`src/rtl/gray_sequence_checker_4_bit_pkg.sv`:
```
// ============================================================================
// Module   : gray_seq_pkg
// Purpose  : Shared constants, FSM state type and Gray-to-binary conversion
//            for the 4-bit Gray sequence checker.
// Revision : 1.0 - initial release
// ============================================================================
`default_nettype none

package gray_seq_pkg;

  localparam int GRAY_WIDTH = 4;

  typedef enum logic [1:0] {
    IDLE    = 2'd0,
    ACQUIRE = 2'd1,
    TRACK   = 2'd2
  } state_t;

  // MSB passes straight through; each lower bit folds in the bit above it.
  function automatic logic [GRAY_WIDTH-1:0] gray_to_bin(input logic [GRAY_WIDTH-1:0] g);
    logic [GRAY_WIDTH-1:0] b;
    b[GRAY_WIDTH-1] = g[GRAY_WIDTH-1];
    for (int i = GRAY_WIDTH - 2; i >= 0; i--) begin
      b[i] = b[i+1] ^ g[i];
    end
    return b;
  endfunction

endpackage

`default_nettype wire

```
`src/rtl/gray_sequence_checker_4_bit_if.sv`:
```
// ============================================================================
// Module   : gray_sequence_checker_4_bit_if
// Purpose  : Signal bundle between a Gray count source/consumer and the checker.
// Revision : 1.0 - initial release
// ============================================================================
`default_nettype none

interface gray_sequence_checker_4_bit_if #(
  parameter int POS_WIDTH     = 16,
  parameter int ERR_CNT_WIDTH = 8
);
  import gray_seq_pkg::*;

  logic                     Enable_In;
  logic [GRAY_WIDTH-1:0]    Gray_In;
  logic [GRAY_WIDTH-1:0]    Binary_Out;
  logic [POS_WIDTH-1:0]     Position_Out;
  logic                     Dir_Out;
  logic                     Step_Valid_Out;
  logic                     Wrap_Out;
  logic                     Error_Out;
  logic [ERR_CNT_WIDTH-1:0] Error_Count_Out;

  modport master (
    output Enable_In, Gray_In,
    input  Binary_Out, Position_Out, Dir_Out, Step_Valid_Out,
           Wrap_Out, Error_Out, Error_Count_Out
  );

  modport slave (
    input  Enable_In, Gray_In,
    output Binary_Out, Position_Out, Dir_Out, Step_Valid_Out,
           Wrap_Out, Error_Out, Error_Count_Out
  );

endinterface

`default_nettype wire

```
`src/rtl/gray_sequence_checker_4_bit_sync_chain.sv`:
```
// ============================================================================
// Module   : gray_sync_chain
// Purpose  : SYNC_STAGES-deep multi-bit synchronizer with synchronous reset.
// Revision : 1.0 - initial release
// ============================================================================
`default_nettype none

module gray_sync_chain #(
  parameter int SYNC_STAGES = 2,
  parameter int WIDTH       = 4
) (
  input  wire logic             clk,
  input  wire logic             rst,
  input  wire logic [WIDTH-1:0] d,
  output logic      [WIDTH-1:0] q
);

  logic [WIDTH-1:0] r_stage [SYNC_STAGES];

  always_ff @(posedge clk) begin
    if (rst) begin
      for (int i = 0; i < SYNC_STAGES; i++) begin
        r_stage[i] <= '0;
      end
    end else begin
      r_stage[0] <= d;
      for (int i = 1; i < SYNC_STAGES; i++) begin
        r_stage[i] <= r_stage[i-1];
      end
    end
  end

  assign q = r_stage[SYNC_STAGES-1];

endmodule

`default_nettype wire

```
`src/rtl/gray_sequence_checker_4_bit.sv`:
```
// ============================================================================
// Module   : gray_sequence_checker_4_bit
// Purpose  : Synchronizes a 4-bit Gray count, classifies each change as a
//            forward/backward step or error, and tracks position and errors.
//            Optional macro GRAY_SEQ_ERROR_COUNT_EN builds the error counter.
// Revision : 1.0 - initial release
// ============================================================================
`default_nettype none

module gray_sequence_checker_4_bit
  import gray_seq_pkg::*;
#(
  parameter int SYNC_STAGES   = 2,
  parameter int POS_WIDTH     = 16,
  parameter int ERR_CNT_WIDTH = 8
) (
  input wire logic Clk_In,
  input wire logic Reset_In,
  gray_sequence_checker_4_bit_if.slave bus
);

  logic [GRAY_WIDTH-1:0] w_sync_gray;
  logic [GRAY_WIDTH-1:0] w_b_new;
  logic [GRAY_WIDTH-1:0] w_delta;

  state_t                r_state, w_state_nxt;
  logic [GRAY_WIDTH-1:0] r_bin,   w_bin_nxt;
  logic [POS_WIDTH-1:0]  r_pos,   w_pos_nxt;
  logic                  r_dir,   w_dir_nxt;
  logic                  r_step,  w_step_nxt;
  logic                  r_wrap,  w_wrap_nxt;
  logic                  r_err,   w_err_nxt;

  gray_sync_chain #(
    .SYNC_STAGES (SYNC_STAGES),
    .WIDTH       (GRAY_WIDTH)
  ) u_sync (
    .clk (Clk_In),
    .rst (Reset_In),
    .d   (bus.Gray_In),
    .q   (w_sync_gray)
  );

  assign w_b_new = gray_to_bin(w_sync_gray);
  assign w_delta = w_b_new - r_bin;

  // r_bin doubles as the step reference: both always take the same new sample.
  always_comb begin
    w_state_nxt = r_state;
    w_bin_nxt   = r_bin;
    w_pos_nxt   = r_pos;
    w_dir_nxt   = r_dir;
    w_step_nxt  = 1'b0;
    w_wrap_nxt  = 1'b0;
    w_err_nxt   = 1'b0;

    case (r_state)
      IDLE: begin
        if (bus.Enable_In) begin
          w_state_nxt = ACQUIRE;
        end
      end
      ACQUIRE: begin
        w_bin_nxt   = w_b_new;
        w_state_nxt = bus.Enable_In ? TRACK : IDLE;
      end
      TRACK: begin
        if (!bus.Enable_In) begin
          w_state_nxt = IDLE;
        end else begin
          w_bin_nxt = w_b_new;
          case (w_delta)
            4'd0: ;
            4'd1: begin
              w_step_nxt = 1'b1;
              w_dir_nxt  = 1'b1;
              w_pos_nxt  = r_pos + POS_WIDTH'(1);
              w_wrap_nxt = (r_bin == 4'd15);
            end
            4'd15: begin
              w_step_nxt = 1'b1;
              w_dir_nxt  = 1'b0;
              w_pos_nxt  = r_pos - POS_WIDTH'(1);
              w_wrap_nxt = (r_bin == 4'd0);
            end
            default: w_err_nxt = 1'b1;
          endcase
        end
      end
      default: w_state_nxt = ACQUIRE;
    endcase
  end

  always_ff @(posedge Clk_In) begin
    if (Reset_In) begin
      r_state <= ACQUIRE;
      r_bin   <= '0;
      r_pos   <= '0;
      r_dir   <= 1'b1;
      r_step  <= 1'b0;
      r_wrap  <= 1'b0;
      r_err   <= 1'b0;
    end else begin
      r_state <= w_state_nxt;
      r_bin   <= w_bin_nxt;
      r_pos   <= w_pos_nxt;
      r_dir   <= w_dir_nxt;
      r_step  <= w_step_nxt;
      r_wrap  <= w_wrap_nxt;
      r_err   <= w_err_nxt;
    end
  end

`ifdef GRAY_SEQ_ERROR_COUNT_EN
  logic [ERR_CNT_WIDTH-1:0] r_err_cnt;

  always_ff @(posedge Clk_In) begin
    if (Reset_In) begin
      r_err_cnt <= '0;
    end else if (w_err_nxt && (r_err_cnt != {ERR_CNT_WIDTH{1'b1}})) begin
      r_err_cnt <= r_err_cnt + ERR_CNT_WIDTH'(1);
    end
  end

  assign bus.Error_Count_Out = r_err_cnt;
`else
  assign bus.Error_Count_Out = '0;
`endif

  assign bus.Binary_Out     = r_bin;
  assign bus.Position_Out   = r_pos;
  assign bus.Dir_Out        = r_dir;
  assign bus.Step_Valid_Out = r_step;
  assign bus.Wrap_Out       = r_wrap;
  assign bus.Error_Out      = r_err;

endmodule

`default_nettype wire
```
`src/flat_wrapper.sv`:
```
// flat-port wrapper written by rule: the top's interface ports become plain ports
module gray_sequence_checker_4_bit_flat import gray_seq_pkg::*;
#(
  parameter int SYNC_STAGES   = 2,
  parameter int POS_WIDTH     = 16,
  parameter int ERR_CNT_WIDTH = 8
)
  (Clk_In, Reset_In, bus_Enable_In, bus_Gray_In, bus_Binary_Out, bus_Position_Out, bus_Dir_Out, bus_Step_Valid_Out, bus_Wrap_Out, bus_Error_Out, bus_Error_Count_Out);
  gray_sequence_checker_4_bit_if #(.POS_WIDTH(POS_WIDTH), .ERR_CNT_WIDTH(ERR_CNT_WIDTH)) bus_i ();
  input wire logic Clk_In;
  input wire logic Reset_In;
  input wire logic [$bits(bus_i.Enable_In)-1:0] bus_Enable_In;
  input wire logic [$bits(bus_i.Gray_In)-1:0] bus_Gray_In;
  output wire logic [$bits(bus_i.Binary_Out)-1:0] bus_Binary_Out;
  output wire logic [$bits(bus_i.Position_Out)-1:0] bus_Position_Out;
  output wire logic [$bits(bus_i.Dir_Out)-1:0] bus_Dir_Out;
  output wire logic [$bits(bus_i.Step_Valid_Out)-1:0] bus_Step_Valid_Out;
  output wire logic [$bits(bus_i.Wrap_Out)-1:0] bus_Wrap_Out;
  output wire logic [$bits(bus_i.Error_Out)-1:0] bus_Error_Out;
  output wire logic [$bits(bus_i.Error_Count_Out)-1:0] bus_Error_Count_Out;
  assign bus_i.Enable_In = bus_Enable_In;
  assign bus_i.Gray_In = bus_Gray_In;
  assign bus_Binary_Out = bus_i.Binary_Out;
  assign bus_Position_Out = bus_i.Position_Out;
  assign bus_Dir_Out = bus_i.Dir_Out;
  assign bus_Step_Valid_Out = bus_i.Step_Valid_Out;
  assign bus_Wrap_Out = bus_i.Wrap_Out;
  assign bus_Error_Out = bus_i.Error_Out;
  assign bus_Error_Count_Out = bus_i.Error_Count_Out;
  gray_sequence_checker_4_bit #(.SYNC_STAGES(SYNC_STAGES), .POS_WIDTH(POS_WIDTH), .ERR_CNT_WIDTH(ERR_CNT_WIDTH)) u_core (.Clk_In(Clk_In), .Reset_In(Reset_In), .bus(bus_i));
endmodule
```
`config.mk`:
```
export PLATFORM = sky130hd
export DESIGN_NAME = gray_sequence_checker_4_bit_flat
export DESIGN_NICKNAME = d
export VERILOG_FILES = /design/src/rtl/gray_sequence_checker_4_bit_pkg.sv /design/src/rtl/gray_sequence_checker_4_bit_if.sv /design/src/rtl/gray_sequence_checker_4_bit_sync_chain.sv /design/src/rtl/gray_sequence_checker_4_bit.sv /design/src/flat_wrapper.sv
export SDC_FILE = /design/constraint.sdc
export NUM_CORES = 1
export LEC_CHECK = 0
export BUFFER_PORTS_ARGS = -buffer_cell sky130_fd_sc_hd__buf_2
export CAP_MARGIN = 20
export CORE_MARGIN = 1.5
export CORE_UTILIZATION = 55
export CTS_CLUSTER_DIAMETER = 200
export DETAILED_ROUTE_END_ITERATION = 8
export GPL_TIMING_DRIVEN = 0
export PLACE_DENSITY = 0.8
export SLEW_MARGIN = 25
export SYNTH_ARGS = -nofsm -noshare
export SYNTH_HDL_FRONTEND = slang
export SYNTH_SLANG_ARGS = --single-unit
```
`constraint.sdc`:
```
create_clock -name Clk_In -period 6.59 [get_ports Clk_In]
set_input_delay 0.9885 -clock Clk_In [delete_from_list [all_inputs] [get_ports Clk_In]]
set_output_delay 0.9885 -clock Clk_In [all_outputs]
set_load 0.01 [all_outputs]
```
# Word-level counts from Yosys, hierarchy flattened
# Memories as Yosys holds them, arrays and structs flattened.
# Index checks and enable logic that the tools add are counted.
# word_totals
ram_bits,8
output_inout_bits,32
mem_count,1
inputBits,7
register_bits,26
wordCells,53
# op_classes
muxes,16
bitwise_logic,7
n_addsub,3
eq_ne,8
reduce_logical,11
# memory_table
memory,depth,word_bits,rd,rd_ports_with_merged_regs,write_ports,line,rtl
u_core.u_sync.r_stage,2,4,2,0,2,gray_sequence_checker_4_bit_sync_chain.sv:18,logic [WIDTH-1:0] r_stage [SYNC_STAGES];
# ops
operator,count
16-bit one-hot mux with 2 select lines,1
16-bit by 1-bit adder with 16-bit output (second input constant),1
16-bit by 1-bit subtractor with 16-bit output (second input constant),1
4-bit 2-to-1 mux,3
4-bit equality test (second input constant),2
4-bit zero test,2
4-bit one-hot mux with 2 select lines,1
2-bit 2-to-1 mux,3
2-bit inequality test (second input constant),3
2-bit one-hot mux with 3 select lines,1
3-bit OR reduction,2
1-bit 2-to-1 mux,5
4-bit by 1-bit equality test with 1-bit output (second input constant),1
1-bit one-hot mux with 2 select lines,2
2-bit AND reduction,2
2-bit nonzero test,2
4-bit subtractor,1
3-bit AND reduction,1
1-bit bitwise XOR,3
2-bit by 1-bit equality test with 1-bit output (second input constant),1
2-bit equality test (second input constant),1
2-bit zero test,1
1-bit inverter,2
1-bit bitwise OR,2
2-bit OR reduction,1

# Depth between registers and ports, before layout
# An unclocked memory read counts as a cell.
# depth
depth_word,8
depth_mapped,15
mapped_depth_nobuf,15

# Cells and area by module
# Synthesis repeated with hierarchy kept, for this count alone.
# hier_totals
cells_unflattened,231
hier_area_um2,2120.8
# by_module_without_submodules
mod,cells_per_inst,n_inst,area_per_inst_um2
gray_sequence_checker_4_bit,211,1,1880.6
gray_sync_chain,20,1,240.2

# Worst setup path after synthesis
# No wires, ideal clock.
# synth_path
kind,reg2reg
start,"mem u_core.u_sync.r_stage[1][3], in the netlist u_core.u_sync.r_stage[0][7]"
end,"reg u_core.r_pos[12], in the netlist u_core.bus.Position_Out[12]"
path_buffers,0
arrival_ps,5051
period_less_slack_ps,5172
stages_incl_launch_ff,16
setup_slack_ps,1418
path_cell_list,dfxtp_1 xnor2_1 xnor2_1 xnor2_1 ha_1 nand3b_1 and3_1 or2_2 nor4_1 ha_1 a21o_1 a221oi_1 a21boi_0 a221oi_1 or4_1 nand3_1
# synth_lines
element,line,rtl
from (decl),gray_sequence_checker_4_bit_sync_chain.sv:18,
to (signal assigned),gray_sequence_checker_4_bit.sv:106,r_pos <= w_pos_nxt;
to (decl),gray_sequence_checker_4_bit.sv:28,"logic [POS_WIDTH-1:0] r_pos, w_pos_nxt;"

==> flow_summary.json <==
{
  "status": "completed",
  "drc": 0,
  "fin_cells": 346,
  "max_freq_ghz": 0.203,
  "overflow": 0,
  "dieHeight_um": 65.0,
  "drive_above_1_share": 0.181,
  "synth_area_um2": 2120,
  "synth_area_leader_cell": "dfxtp_1",
  "cts_inserted_buffers": 5,
  "ys_ff_latch": 34,
  "leakagePower_nw": 1.22,
  "grt_max_degree": 13,
  "tritoncts": "built",
  "fp.dieW_um": 65.0,
  "detail-route-antenna-nets": 0,
  "start_util": 0.574,
  "min_from": "u_core.u_sync.r_stage[0][1]",
  "vias": 1900,
  "yosys-top-cells-count": "34 x dfxtp_1, 26 x a21oi_1, 25 x nand2_1, 20 x ha_1, 17 x nor2_1",
  "grt_setup_unrepaired": "no",
  "routed.top_layer": "met4",
  "route.met3.wl_um": 243,
  "grt_pass1_wl_mm": 7.85,
  "setup_viol": 0,
  "cap_violations": 0,
  "cts_buffer_depth": 2,
  "cts_setup_buffers": 0,
  "power.density_nw_per_um2": 250,
  "synth_edf_count": 0,
  "syn_to_final_growth_pct": 18.6,
  "finalCritPeriodShare": 0.749,
  "htree_levels": 2,
  "antenna_found_initial": 0,
  "hold_class": "flip-flop to flip-flop",
  "yosysSeqAreaShare": 0.322,
  "grt_pass1_vias": 1771,
  "gp_congestion": 0.863,
  "fin_tns_setup_ns": 0,
  "ios": 39,
  "slew_viol_final": 0,
  "hold_slack_ns": 0.441,
  "slew_headroom": 0.579,
  "firstDrtPassIters": 4,
  "dp.cells": 338,
  "clk_pin_slew_worst_paths_ns": 0.08,
  "vias_per_cell": 5.49,
  "dr_wl_met2_mm": 2.05,
  "coreArea_um2": 3690,
  "synth_cells": 251,
  "yosysWarnings": 0,
  "synth_cell_types": 45,
  "worstMarginPinSlew_ns": 0.626,
  "critPathArrivalTime_ns": 5.12,
  "finalHoldViolations": 0,
  "n_antenna_cell": 0,
  "clock_sinks": 34,
  "grt_util_all_layers": 0.237,
  "met1_length_mm": 2.17,
  "fin_nets": 326,
  "hold_buffers": 0,
  "totalWireLength_mm": 4.50,
  "clk_latency_ns": 0.29,
  "period_needed_ns": 4.93,
  "fillCellCount": 344,
  "dieArea_um2": 4230,
  "fin_util": 0.680,
  "post_cts_resized": 0,
  "crit_fanout": 7,
  "required_ns": 6.77,
  "rows": 22,
  "startpoint_type": "flip-flop",
  "end_kind": "flip-flop",
  "reg2reg_from": "u_core.u_sync.r_stage[0][7]",
  "ir_drop_mv": 0.171,
  "fin_skew_ns": 0.00695,
  "port_buffers": 30,
  "cts-root-buf": "clkbuf_8",
  "drt_iter0_drc": 84,
  "synth.top_cell.area_share": 0.322,
  "hpwl_mm": 3.39,
  "synth_ff_type": "dfxtp_1",
  "crit_start": "u_core.u_sync.r_stage[0][7]",
  "yosysMostFrequentCell": "dfxtp_1",
  "yosys-top-cells-area": "dfxtp_1 32%, ha_1 12%, a21oi_1 6.1%",
  "wl_per_cell_um": 13.0,
  "critPathKind": "flip-flop to flip-flop",
  "synthArstFlopShare": 0,
  "syn_area_per_cell_um2": 8.43
}
[flip-flops by register name, summed over array words and instances (netlist names)]
signal	flops
u_core.r_state	2
u_core.bus.Binary_Out	4
u_core.bus.Position_Out	16
u_core.u_sync.r_stage	8
u_core.bus.Error_Out	1
u_core.bus.Dir_Out	1
u_core.bus.Wrap_Out	1
u_core.bus.Step_Valid_Out	1
[critical path, cell delays in order (launching register included)]
cell and delay [ns]:
dfxtp_1 0.34, xnor2_1 0.29, xnor2_1 0.28, xnor2_1 0.17
ha_1 0.23, nand3b_1 0.18, and3_1 0.17, or2_2 0.29
nor4_2 0.55, buf_2 0.32, ha_1 0.30, a21o_1 0.21
a221oi_1 0.57, a21boi_0 0.29, a221oi_1 0.40, or4_1 0.16
nand3_1 0.06
[stage by stage]
stage	power [W]	cell area, µm²	setup WS, ns
after detailed placement	0.000393	2370	1.75
after global routing	0.000666	2510	1.26
after global placement	0.000380	2350	0.251
final	0.000627	2510	1.66
after floorplan	0.000352	2140	1.42
after CTS	0.000628	2510	1.69
[logic make-up (layout without fill, tap and decap cells)]
logic type,count (synthesis),after routing,share of synthesized area
DFF,34,34,0.322
adders and majority gates,22,22,0.137
and+or+nand+nor,86,86,0.210
buffers and inverters,25,65,0.0626
muxes,4,4,0.0195
AOI/OAI and AO/OA,68,68,0.202
other,1,8,0.00177
xor gates and xnor gates,11,11,0.0455
[area by class of cell]
type / instances / area, µm² / area share
clock buffer: 5 / 68.8 / 0.0274
buffer: 16 / 98.8 / 0.0394
multi-input combinational: 199 / 1340 / 0.532
inverter: 9 / 33.8 / 0.0135
clock inverter: 3 / 68.8 / 0.0274
sequential: 34 / 681 / 0.271
timing repair buffer: 32 / 163 / 0.0648
tap: 48 / 60.1 / 0.0239
[where the power goes]
group          total (W)  switching (W)  internal, W
sequential      0.000230      0.0000119     0.000218
combinational   0.000162      0.0000948    0.0000670
clock           0.000236      0.0000844     0.000152
total           0.000627       0.000191     0.000436
[routing by layer]
metal | global-route usage | vias to the layer above
li1 | - | 971
met1 | 0.319 | 868
met2 | 0.380 | 54
met3 | 0.0573 | 7
met4 | 0.0625 | 0
met5 | 0 | -
[cells in the final DEF (no fill, tap or decap), types with 5 or more instances in the layout]
master,netlist,final
and3_1,8,8
o21ai_0,6,6
a21o_1,8,8
buf_4,8,9
inv_1,9,9
conb_1,1,8
clkbuf_8,0,5
clkbuf_1,6,6
nand2_1,25,25
nand3b_1,6,6
buf_2,1,32
nor2b_1,9,9
ha_1,20,20
xnor2_1,9,9
a21oi_1,26,26
nor2_1,17,17
dfxtp_1,34,34
a211oi_1,5,5
[final timing paths]
kind	slack [ns]	endpoint	cells after the start
max	1.66	u_core.bus.Position_Out[12]	16
max reg2reg	1.66	u_core.bus.Position_Out[12]	16
min reg2reg	0.44	u_core.u_sync.r_stage[0][5]	1
min	0.44	u_core.u_sync.r_stage[0][5]	1
No activity file was read; power rests on OpenSTA's default activity.
